**src/rtl/led_pkg.sv**
```systemverilog
// Shared types and constants for the LED running-light control chain.
package led_pkg;

    localparam int unsigned CLK_HZ = 50_000_000;
    localparam int          SPD_W  = 2;

    typedef logic [SPD_W-1:0] speed_t;

    typedef enum logic [1:0] {
        IDLE,
        PRESS_FLT,
        DOWN,
        REL_FLT
    } deb_state_t;

endpackage

```
**src/rtl/led_speed_ctrl_if.sv**
```systemverilog
// Key input and speed/step outputs of led_speed_ctrl; master drives the key, slave is the controller.
interface led_speed_ctrl_if;
    import led_pkg::*;

    logic   key_in;
    logic   step_tick;
    speed_t speed_lvl;
    logic   key_flag;

    modport master (output key_in, input step_tick, speed_lvl, key_flag);
    modport slave  (input key_in, output step_tick, speed_lvl, key_flag);

endinterface

```
**src/rtl/led_speed_ctrl_key_debounce.sv**
```systemverilog
// Key synchroniser plus press/release debounce FSM; emits one key_flag per accepted press.
// With LONG_PRESS_EN defined, also exports 'held' (debounced key is down).
module key_debounce
    import led_pkg::*;
#(
    parameter logic [19:0] DEB_MAX = 20'(CLK_HZ / 50 - 1)
)(
    input  logic sys_clk,
    input  logic sys_rst_n,
    input  logic key_in,
    output logic key_flag
`ifdef LONG_PRESS_EN
    ,output logic held
`endif
);

    logic        key_meta;
    logic        key_s;
    deb_state_t  state, state_nxt;
    logic [19:0] cnt, cnt_nxt;
    logic        flag_nxt;

    // Sync FFs reset to the released level, so a key held through reset looks like a fresh press.
    // NOTE: clocked state uses <= so every register samples pre-edge values regardless of statement order.
    always_ff @(posedge sys_clk or negedge sys_rst_n) begin
        if (!sys_rst_n) begin
            key_meta <= 1'b1;
            key_s    <= 1'b1;
        end else begin
            key_meta <= key_in;
            key_s    <= key_meta;
        end
    end

    always_ff @(posedge sys_clk or negedge sys_rst_n) begin
        if (!sys_rst_n) begin
            state    <= IDLE;
            cnt      <= '0;
            key_flag <= 1'b0;
        end else begin
            state    <= state_nxt;
            cnt      <= cnt_nxt;
            key_flag <= flag_nxt;
        end
    end

    // NOTE: defaults first, so every path through the case assigns every output and no latch is inferred.
    always_comb begin
        state_nxt = state;
        cnt_nxt   = cnt;
        flag_nxt  = 1'b0;
        case (state)
            IDLE: begin
                if (!key_s) begin
                    state_nxt = PRESS_FLT;
                    cnt_nxt   = '0;
                end
            end
            PRESS_FLT: begin
                if (key_s) begin
                    state_nxt = IDLE;
                end else if (cnt == DEB_MAX) begin
                    state_nxt = DOWN;
                    flag_nxt  = 1'b1;
                end else begin
                    cnt_nxt = cnt + 20'd1;
                end
            end
            DOWN: begin
                if (key_s) begin
                    state_nxt = REL_FLT;
                    cnt_nxt   = '0;
                end
            end
            REL_FLT: begin
                if (!key_s) begin
                    state_nxt = DOWN;
                end else if (cnt == DEB_MAX) begin
                    state_nxt = IDLE;
                end else begin
                    cnt_nxt = cnt + 20'd1;
                end
            end
            default: state_nxt = IDLE;
        endcase
    end

`ifdef LONG_PRESS_EN
    assign held = (state == DOWN);
`endif

endmodule

```
**src/rtl/led_speed_ctrl.sv**
```systemverilog
// Speed-level register and level-dependent step strobe for the running-LED chain.
// Optional LONG_PRESS_EN: holding the key for LONG_MAX+1 cycles drops the level back to 0.
module led_speed_ctrl
    import led_pkg::*;
#(
    parameter logic [19:0] DEB_MAX   = 20'(CLK_HZ / 50 - 1),
    parameter logic [25:0] TICK_BASE = 26'(CLK_HZ)
`ifdef LONG_PRESS_EN
    ,parameter logic [25:0] LONG_MAX = 26'(CLK_HZ - 1)
`endif
)(
    input logic             sys_clk,
    input logic             sys_rst_n,
    led_speed_ctrl_if.slave bus
);

    logic        key_flag;
    speed_t      speed_lvl;
    logic [25:0] step_cnt;
    logic [25:0] period_m1;
    logic        step_tick;
    logic        long_hit;

`ifdef LONG_PRESS_EN
    logic        held;
    logic        hold_done;
    logic [25:0] hold_cnt;
`endif

    key_debounce #(
        .DEB_MAX (DEB_MAX)
    ) u_key_debounce (
        .sys_clk   (sys_clk),
        .sys_rst_n (sys_rst_n),
        .key_in    (bus.key_in),
        .key_flag  (key_flag)
`ifdef LONG_PRESS_EN
        ,.held     (held)
`endif
    );

`ifdef LONG_PRESS_EN
    // Fires once per hold; the counter then parks until the key is released.
    assign long_hit = held && !hold_done && (hold_cnt == LONG_MAX);

    always_ff @(posedge sys_clk or negedge sys_rst_n) begin
        if (!sys_rst_n) begin
            hold_cnt  <= '0;
            hold_done <= 1'b0;
        end else if (!held) begin
            hold_cnt  <= '0;
            hold_done <= 1'b0;
        end else if (long_hit) begin
            hold_done <= 1'b1;
        end else if (!hold_done) begin
            hold_cnt <= hold_cnt + 26'd1;
        end
    end
`else
    assign long_hit = 1'b0;
`endif

    assign period_m1 = (TICK_BASE >> speed_lvl) - 26'd1;

    // Any level change restarts the period, so the first tick at a new level is a full P_new away.
    always_ff @(posedge sys_clk or negedge sys_rst_n) begin
        if (!sys_rst_n) begin
            speed_lvl <= '0;
            step_cnt  <= '0;
            step_tick <= 1'b0;
        end else if (long_hit) begin
            speed_lvl <= '0;
            step_cnt  <= '0;
            step_tick <= 1'b0;
        end else if (key_flag) begin
            speed_lvl <= speed_lvl + speed_t'(1);
            step_cnt  <= '0;
            step_tick <= 1'b0;
        end else if (step_cnt == period_m1) begin
            step_cnt  <= '0;
            step_tick <= 1'b1;
        end else begin
            step_cnt  <= step_cnt + 26'd1;
            step_tick <= 1'b0;
        end
    end

    assign bus.step_tick = step_tick;
    assign bus.speed_lvl = speed_lvl;
    assign bus.key_flag  = key_flag;

endmodule
```
**src/flat_wrapper.sv**
```systemverilog
// flat-port wrapper written by rule: the top's interface ports become plain ports
module led_speed_ctrl_flat import led_pkg::*;
#(
    parameter logic [19:0] DEB_MAX   = 20'(CLK_HZ / 50 - 1),
    parameter logic [25:0] TICK_BASE = 26'(CLK_HZ)

)
  (sys_clk, sys_rst_n, bus_key_in, bus_step_tick, bus_speed_lvl, bus_key_flag);
  led_speed_ctrl_if bus_i ();
  input logic sys_clk;
  input logic sys_rst_n;
  input wire logic [$bits(bus_i.key_in)-1:0] bus_key_in;
  output wire logic [$bits(bus_i.step_tick)-1:0] bus_step_tick;
  output wire logic [$bits(bus_i.speed_lvl)-1:0] bus_speed_lvl;
  output wire logic [$bits(bus_i.key_flag)-1:0] bus_key_flag;
  assign bus_i.key_in = bus_key_in;
  assign bus_step_tick = bus_i.step_tick;
  assign bus_speed_lvl = bus_i.speed_lvl;
  assign bus_key_flag = bus_i.key_flag;
  led_speed_ctrl #(.DEB_MAX(DEB_MAX), .TICK_BASE(TICK_BASE)) u_core (.sys_clk(sys_clk), .sys_rst_n(sys_rst_n), .bus(bus_i));
endmodule
```
**config.mk**
```make
export PLATFORM = sky130hd
export DESIGN_NAME = led_speed_ctrl_flat
export DESIGN_NICKNAME = d
export VERILOG_FILES = /design/src/rtl/led_pkg.sv /design/src/rtl/led_speed_ctrl_if.sv /design/src/rtl/led_speed_ctrl_key_debounce.sv /design/src/rtl/led_speed_ctrl.sv /design/src/flat_wrapper.sv
export SDC_FILE = /design/constraint.sdc
export NUM_CORES = 1
export LEC_CHECK = 0
export CAP_MARGIN = 30
export CORE_ASPECT_RATIO = 2
export CORE_MARGIN = 5
export CORE_UTILIZATION = 55
export CTS_BUF_LIST = sky130_fd_sc_hd__clkbuf_16
export CTS_CLUSTER_SIZE = 24
export DETAILED_ROUTE_END_ITERATION = 8
export GPL_ROUTABILITY_DRIVEN = 0
export PLACE_DENSITY = 0.71
export SYNTH_ARGS = -nofsm -noshare
export SYNTH_HDL_FRONTEND = slang
export SYNTH_SLANG_ARGS = --single-unit
```
**constraint.sdc**
```tcl
create_clock -name sys_clk -period 3.9 [get_ports sys_clk]
set_input_delay 0.39 -clock sys_clk [delete_from_list [all_inputs] [get_ports sys_clk]]
set_output_delay 0.39 -clock sys_clk [all_outputs]
set_load 0.01 [all_outputs]
```
# [Yosys cells after proc, flatten, opt, wreduce, memory -nomap -nowiden]
# Cells that the tools add are included.
[op_classes] n_addsub=4 eq_ne=11 shift=1 mux=20 reduce_logical=3
[ops] operator="$mux 20" count=5
[ops] operator="$pmux 20 s4" count=1
[ops] operator="$mux 26" count=2
[ops] operator="$add 26x1->26 const B" count=1
[ops] operator="$eq 26x26->1" count=1
[ops] operator="$shr 26x2->26 const A" count=1
[ops] operator="$sub 26x1->26 const B" count=1
[ops] operator="$add 20x1->20 const B" count=1
[ops] operator="$eq 20x20->1 const B" count=1
[ops] operator="$mux 2" count=6
[ops] operator="$ne 2x2->1 const B" count=4
[ops] operator="$pmux 2 s4" count=1
[ops] operator="$reduce_and 4->1" count=2
[ops] operator="$ne 3x3->1 const B" count=2
[ops] operator="$mux 1" count=5
[ops] operator="$eq 2x2->1 const B" count=2
[ops] operator="$add 2x1->2 const B" count=1
[ops] operator="$eq 2x1->1 const B" count=1
[ops] operator="$logic_not 2->1" count=1
[word_totals] register_bits=54 out_inout_bits=4

# [Depth between registers and ports, before layout]
[depth] depth_word=5 ltp_mapped=9

# [By module]
# From an unflattened synthesis, not the netlist that was laid out.
[unflattened] hier_cells=299 area_unflattened_um2=3036.7
[by_module_without_submodules] module="led_speed_ctrl" n_inst=1 cells_per_inst=169 area_each_um2=1656.6 seq_area_each_um2=725.7
[by_module_without_submodules] module="key_debounce" n_inst=1 cells_per_inst=130 area_each_um2=1380.1 seq_area_each_um2=628.1

# [Worst setup path after synthesis]
# No wires, ideal clock.
[synth_path] path_type="flip-flop to flip-flop" startpoint="register u_core.speed_lvl[0], in the netlist u_core.bus.speed_lvl[0]" endpoint="register u_core.step_cnt[15]" setup_ns=0.145 t_arrival_ns=2.642 required_time_ns=3.755 setup_slack_ns=1.113 path_stages_with_launch=10 path_buffers=2 period_less_slack_ns=2.787 cell_sequence="dfrtp_1 inv_1 ha_1 buf_2 nor4_1 xor2_1 or4_4 a2111oi_4 buf_6 nor3_2"
[synth_between] elab_chain_cells=5
[synth_lines] item="start, declared" line_no="led_speed_ctrl.sv:18" source="speed_t speed_lvl;"
[synth_lines] item="start signal, assigned" line_no="led_speed_ctrl.sv:76" source="speed_lvl <= speed_lvl + speed_t'(1);"
[synth_lines] item="$shr 26x2->26" line_no="led_speed_ctrl.sv:63" source="assign period_m1 = (TICK_BASE >> speed_lvl) - 26'd1;"
[synth_lines] item="$sub 26x1->26" line_no="led_speed_ctrl.sv:63"
[synth_lines] item="$eq 26x26->1" line_no="led_speed_ctrl.sv:79" source="end else if (step_cnt == period_m1) begin"
[synth_lines] item="$mux 26" line_no="led_speed_ctrl.sv:79"
[synth_lines] item="$mux 26" line_no="led_speed_ctrl.sv:75" source="end else if (key_flag) begin"
[synth_lines] item="end signal, assigned" line_no="led_speed_ctrl.sv:83" source="step_cnt <= step_cnt + 26'd1;"
[synth_lines] item="end, declared" line_no="led_speed_ctrl.sv:19" source="logic [25:0] step_cnt;"
# Every way passes these cells.
# A chain may end at the register's enable or synchronous reset.

# [Final worst setup path]
[layout_path] startpoint="register u_core.speed_lvl[0], in the netlist u_core.bus.speed_lvl[0]" endpoint="register u_core.step_tick, in the netlist u_core.bus.step_tick"
[layout_between] elab_chain_cells=5
[layout_lines] item="$shr 26x2->26" line_no="led_speed_ctrl.sv:63"
[layout_lines] item="$sub 26x1->26" line_no="led_speed_ctrl.sv:63"
[layout_lines] item="$eq 26x26->1" line_no="led_speed_ctrl.sv:79"
[layout_lines] item="$mux 1" line_no="led_speed_ctrl.sv:79"
[layout_lines] item="$mux 1" line_no="led_speed_ctrl.sv:75"
[layout_lines] item="end signal, assigned" line_no="led_speed_ctrl.sv:74" source="step_tick <= 1'b0;"
[layout_lines] item="end signal, assigned" line_no="led_speed_ctrl.sv:78" source="step_tick <= 1'b0;"
[layout_lines] item="end signal, assigned" line_no="led_speed_ctrl.sv:81" source="step_tick <= 1'b1;"
[layout_lines] item="end, declared" line_no="led_speed_ctrl.sv:21" source="logic step_tick;"
# Every way passes these cells.

==> results.tsv <==
stage	metric	value	unit
drt	drc	0	
timing	drv_slew	0	
flow_run	maxCapViolCount	0	
placement	hpwl	4820	µm
clocking	post_cts_buffers	0	
yosys	syn-mean-instance-area	9.68	µm²
timing	setup_tns	0	ns
timing	setup_viol	0	
critical_path	cp.buffers_inverters	2	
yosys	synth_cells	334	
clocking	htreeDepth	2	
yosys	netlist_top_cells_count	dfrtp_1 (52), nand2_1 (37), nand3_1 (24), nor2_1 (23), xnor2_1 (22)	
global_routing	grt_max_degree	32	
placement	placedCellCount	395	
floorplanning	die_area	7610	µm²
critical_path	r2r_cells	8	
floorplanning	start_util	56.7	%
global_routing	grtUsageMet3	3.23	%
critical_path	worstSetupPathType	register to register	
yosys	ys.flop_type	dfrtp_1	
critical_path	cp_slowest_cell	or4_4	
yosys	synth_cell_types	47	
yosys	synth_edf_count	0	
critical_path	critical_path_required	4.13	ns
outcome	status	finished, final reports clean	
critical_path	cp_max_fo	26	
yosys	yosysTopAreaCell	dfrtp_1	
floorplanning	pin_count	7	
global_routing	antenna_found_initial	0	
layout	syn2layout_area_growth	7.62	%
power	sw_frac_of_total	22.6	%
power	p_seq_share	54.9	%
global_routing	grt_use_total	19.2	%
placement	placed_area	3340	µm²
critical_path	reg2reg_slack	0.99	ns
yosys	yosysTopAreaCellShare	40.2	%
yosys	synth_nets	346	
timing	fin_skew	0.00558	ns
floorplanning	die_w	64.2	µm
clocking	cts_buffers	5	
clocking	cts_tree	yes	
critical_path	path_delay_family	simple AND/OR/NAND/NOR gates	
global_routing	grt_pass1_wl	11700	µm
drt	antenna_left	0	
placement	io_buffers	6	
yosys	synthTopCellsByArea	dfrtp_1 (40%), nor3_2 (6.2%), xnor2_1 (6.0%)	
clocking	clock_latency	0.29	ns
yosys	ys_seq_area_share	41.9	%
critical_path	r2r-end	u_core.bus.step_tick$_DFF_PN0_	
power	combPwrFrac	4.2	%
min_path	min_path_type	input pin to async pin	
power	power.share.clock	40.9	%
layout	final_core_util	61.0	%
clocking	cts.clk_slew.worst_paths	0.07	ns
layout	fin_cells	403	
power	leakagePower	1.52	nW
drt	drt_iter0_drc	138	
yosys	async_reset_ff_share	100	%
layout	fin_area	3480	µm²
timing	period_needed	2.91	ns
floorplanning	rows	39	
layout	fillCellCount	512	
timing	finalHoldViolCount	0	
global_routing	grt_busiest_layer	met2	
drt	dr.pass1.iters	6	
drt	wl_per_cell	16.6	µm
critical_path	cp-end-kind	register	
clocking	ctsLongestPathBuffers	2	
power	irDropWorstVdd	0.347	mV
global_routing	overflow	0	
clocking	post_cts_resized	0	
yosys	synth_most_common_cell	dfrtp_1	
layout	drive_gt1_share	14.9	%
power	power.density	304	nW/µm²
floorplanning	die_h	118	µm
timing	fmax	0.344	GHz
yosys	ys_warn_count	0	
clocking	root_buffer	clkbuf_16	
drt	drt-total-wl	6690	µm
critical_path	cp-start-kind	register	
yosys	syn_area	3230	µm²
critical_path	r2r_start	u_core.bus.speed_lvl[0]$_DFFE_PN0P_	
power	intPower	0.820	mW
critical_path	max_stage_delay	0.51	ns
clocking	clkSinkCount	54	
clocking	ctsHoldBuffers	0	
layout	antenna_cells	0	
critical_path	cp.arrival	3.14	ns
global_routing	use_met2	34.1	%
global_routing	grt_pass1_vias	2549	
critical_path	path_cells	inv_1 > ha_1 > nor4_1 > xor2_1 > or4_4 > a2111oi_4 > buf_4 > nor2b_1	
timing	rsz0062_at_grt	false	
layout	nets	353	
timing	worstMarginPinSlew	0.960	ns
yosys	ys_ff_latch	54	
global_routing	grt_util_met1	20.2	%
drt	via_count	2468	
power	netSwitchingPower	0.239	mW
drt	via_per_inst	6.12	
timing	finalCritPeriodShare	74.6	%
floorplanning	coreArea	5710	µm²
timing	maxSlewHeadroom	35.4	%
## routing by layer
metal	vias up	routed length, µm
li1	1205	-
met1	1194	2490
met2	45	3720
met3	24	156
met4	0	326
met5	-	0
## stage by stage
step	total power, mW	hold WS, ns	setup slack [ns]
2_1_floorplan	0.616	0.0944	1.11
5_1_grt	1.11	0.146	0.833
6_report	1.06	0.0984	0.992
3_3_place_gp	0.636	0.347	1.08
3_5_place_dp	0.637	0.350	0.986
4_1_cts	1.07	0.121	0.969
## sequential cells by signal, indices dropped and copies added, names as in the netlist, named ones only
register                        flops
u_core.step_cnt                    26
u_core.u_key_debounce.state         1
u_core.u_key_debounce.key_flag      1
u_core.u_key_debounce.key_s         1
u_core.bus.speed_lvl                2
u_core.u_key_debounce.key_meta      1
u_core.bus.step_tick                1
u_core.u_key_debounce.cnt          20
## cells in the final DEF, fill, tap and decap left out, types with 2 or more instances in the layout
cell              n
xor2_1           12
nor3_2           20
buf_4             8
nor4_1            8
or3_1             2
a22o_1            7
dfrtp_1          52
clkdlybuf4s50_1   5
a31oi_1           2
or4b_2            5
a21o_1            4
or4_1             3
nor3b_1           4
mux2_2            3
and3_1            4
nand3_1          24
nand2b_1          6
o21ai_0          13
nand2_1          37
xnor2_1          22
inv_1            12
dfstp_2           2
nor2_1           23
nor3_1            8
clkbuf_16         5
nand4_1          14
o2111ai_1         2
o22ai_1           2
mux2i_1           2
nand3b_1          4
ha_1              9
## worst max path at each step
stage	cells after the start	from	to	slack [ns]
floorplan	9	u_core.bus.speed_lvl[0]$_DFFE_PN0P_	u_core.step_cnt[15]$_DFF_PN0_	1.11
global placement	8	u_core.bus.speed_lvl[0]$_DFFE_PN0P_	u_core.bus.step_tick$_DFF_PN0_	1.08
detailed placement	8	u_core.bus.speed_lvl[0]$_DFFE_PN0P_	u_core.bus.step_tick$_DFF_PN0_	0.99
CTS	8	u_core.bus.speed_lvl[0]$_DFFE_PN0P_	u_core.bus.step_tick$_DFF_PN0_	0.97
global route	8	u_core.bus.speed_lvl[0]$_DFFE_PN0P_	u_core.bus.step_tick$_DFF_PN0_	0.83
finish	8	u_core.bus.speed_lvl[0]$_DFFE_PN0P_	u_core.bus.step_tick$_DFF_PN0_	0.99
## final cells by class
| class | instances | area, µm² | area share [%] |
|---|---|---|---|
| Clock buffer | 5 | 125 | 3.59 |
| Clock inverter | 3 | 12.5 | 0.359 |
| Inverter | 11 | 41.3 | 1.19 |
| Multi-Input combinational cell | 255 | 1760 | 50.5 |
| Sequential cell | 54 | 1350 | 38.9 |
| Tap cell | 61 | 76.3 | 2.19 |
| Timing Repair Buffer | 14 | 115 | 3.31 |
## kinds of logic after synthesis
| group | count (synthesis) | share of synthesized area, % |
|---|---|---|
| xor+xnor | 34 | 9.21 |
| flops | 54 | 41.9 |
| simple gates | 171 | 31.7 |
| fa+ha+maj | 9 | 3.48 |
| buf+inv | 25 | 3.83 |
| compound gates | 36 | 8.28 |
| mux | 5 | 1.66 |
## power groups by stage
stage | sequential, mW | combinational [mW] | clock [mW]
floorplan | 0.590 | 0.0254 | 0
global placement | 0.592 | 0.0442 | 0
detailed placement | 0.592 | 0.0451 | 0
CTS | 0.581 | 0.0454 | 0.447
global route | 0.583 | 0.0514 | 0.471
finish | 0.582 | 0.0444 | 0.433
No activity file was read; power rests on OpenSTA's default activity.
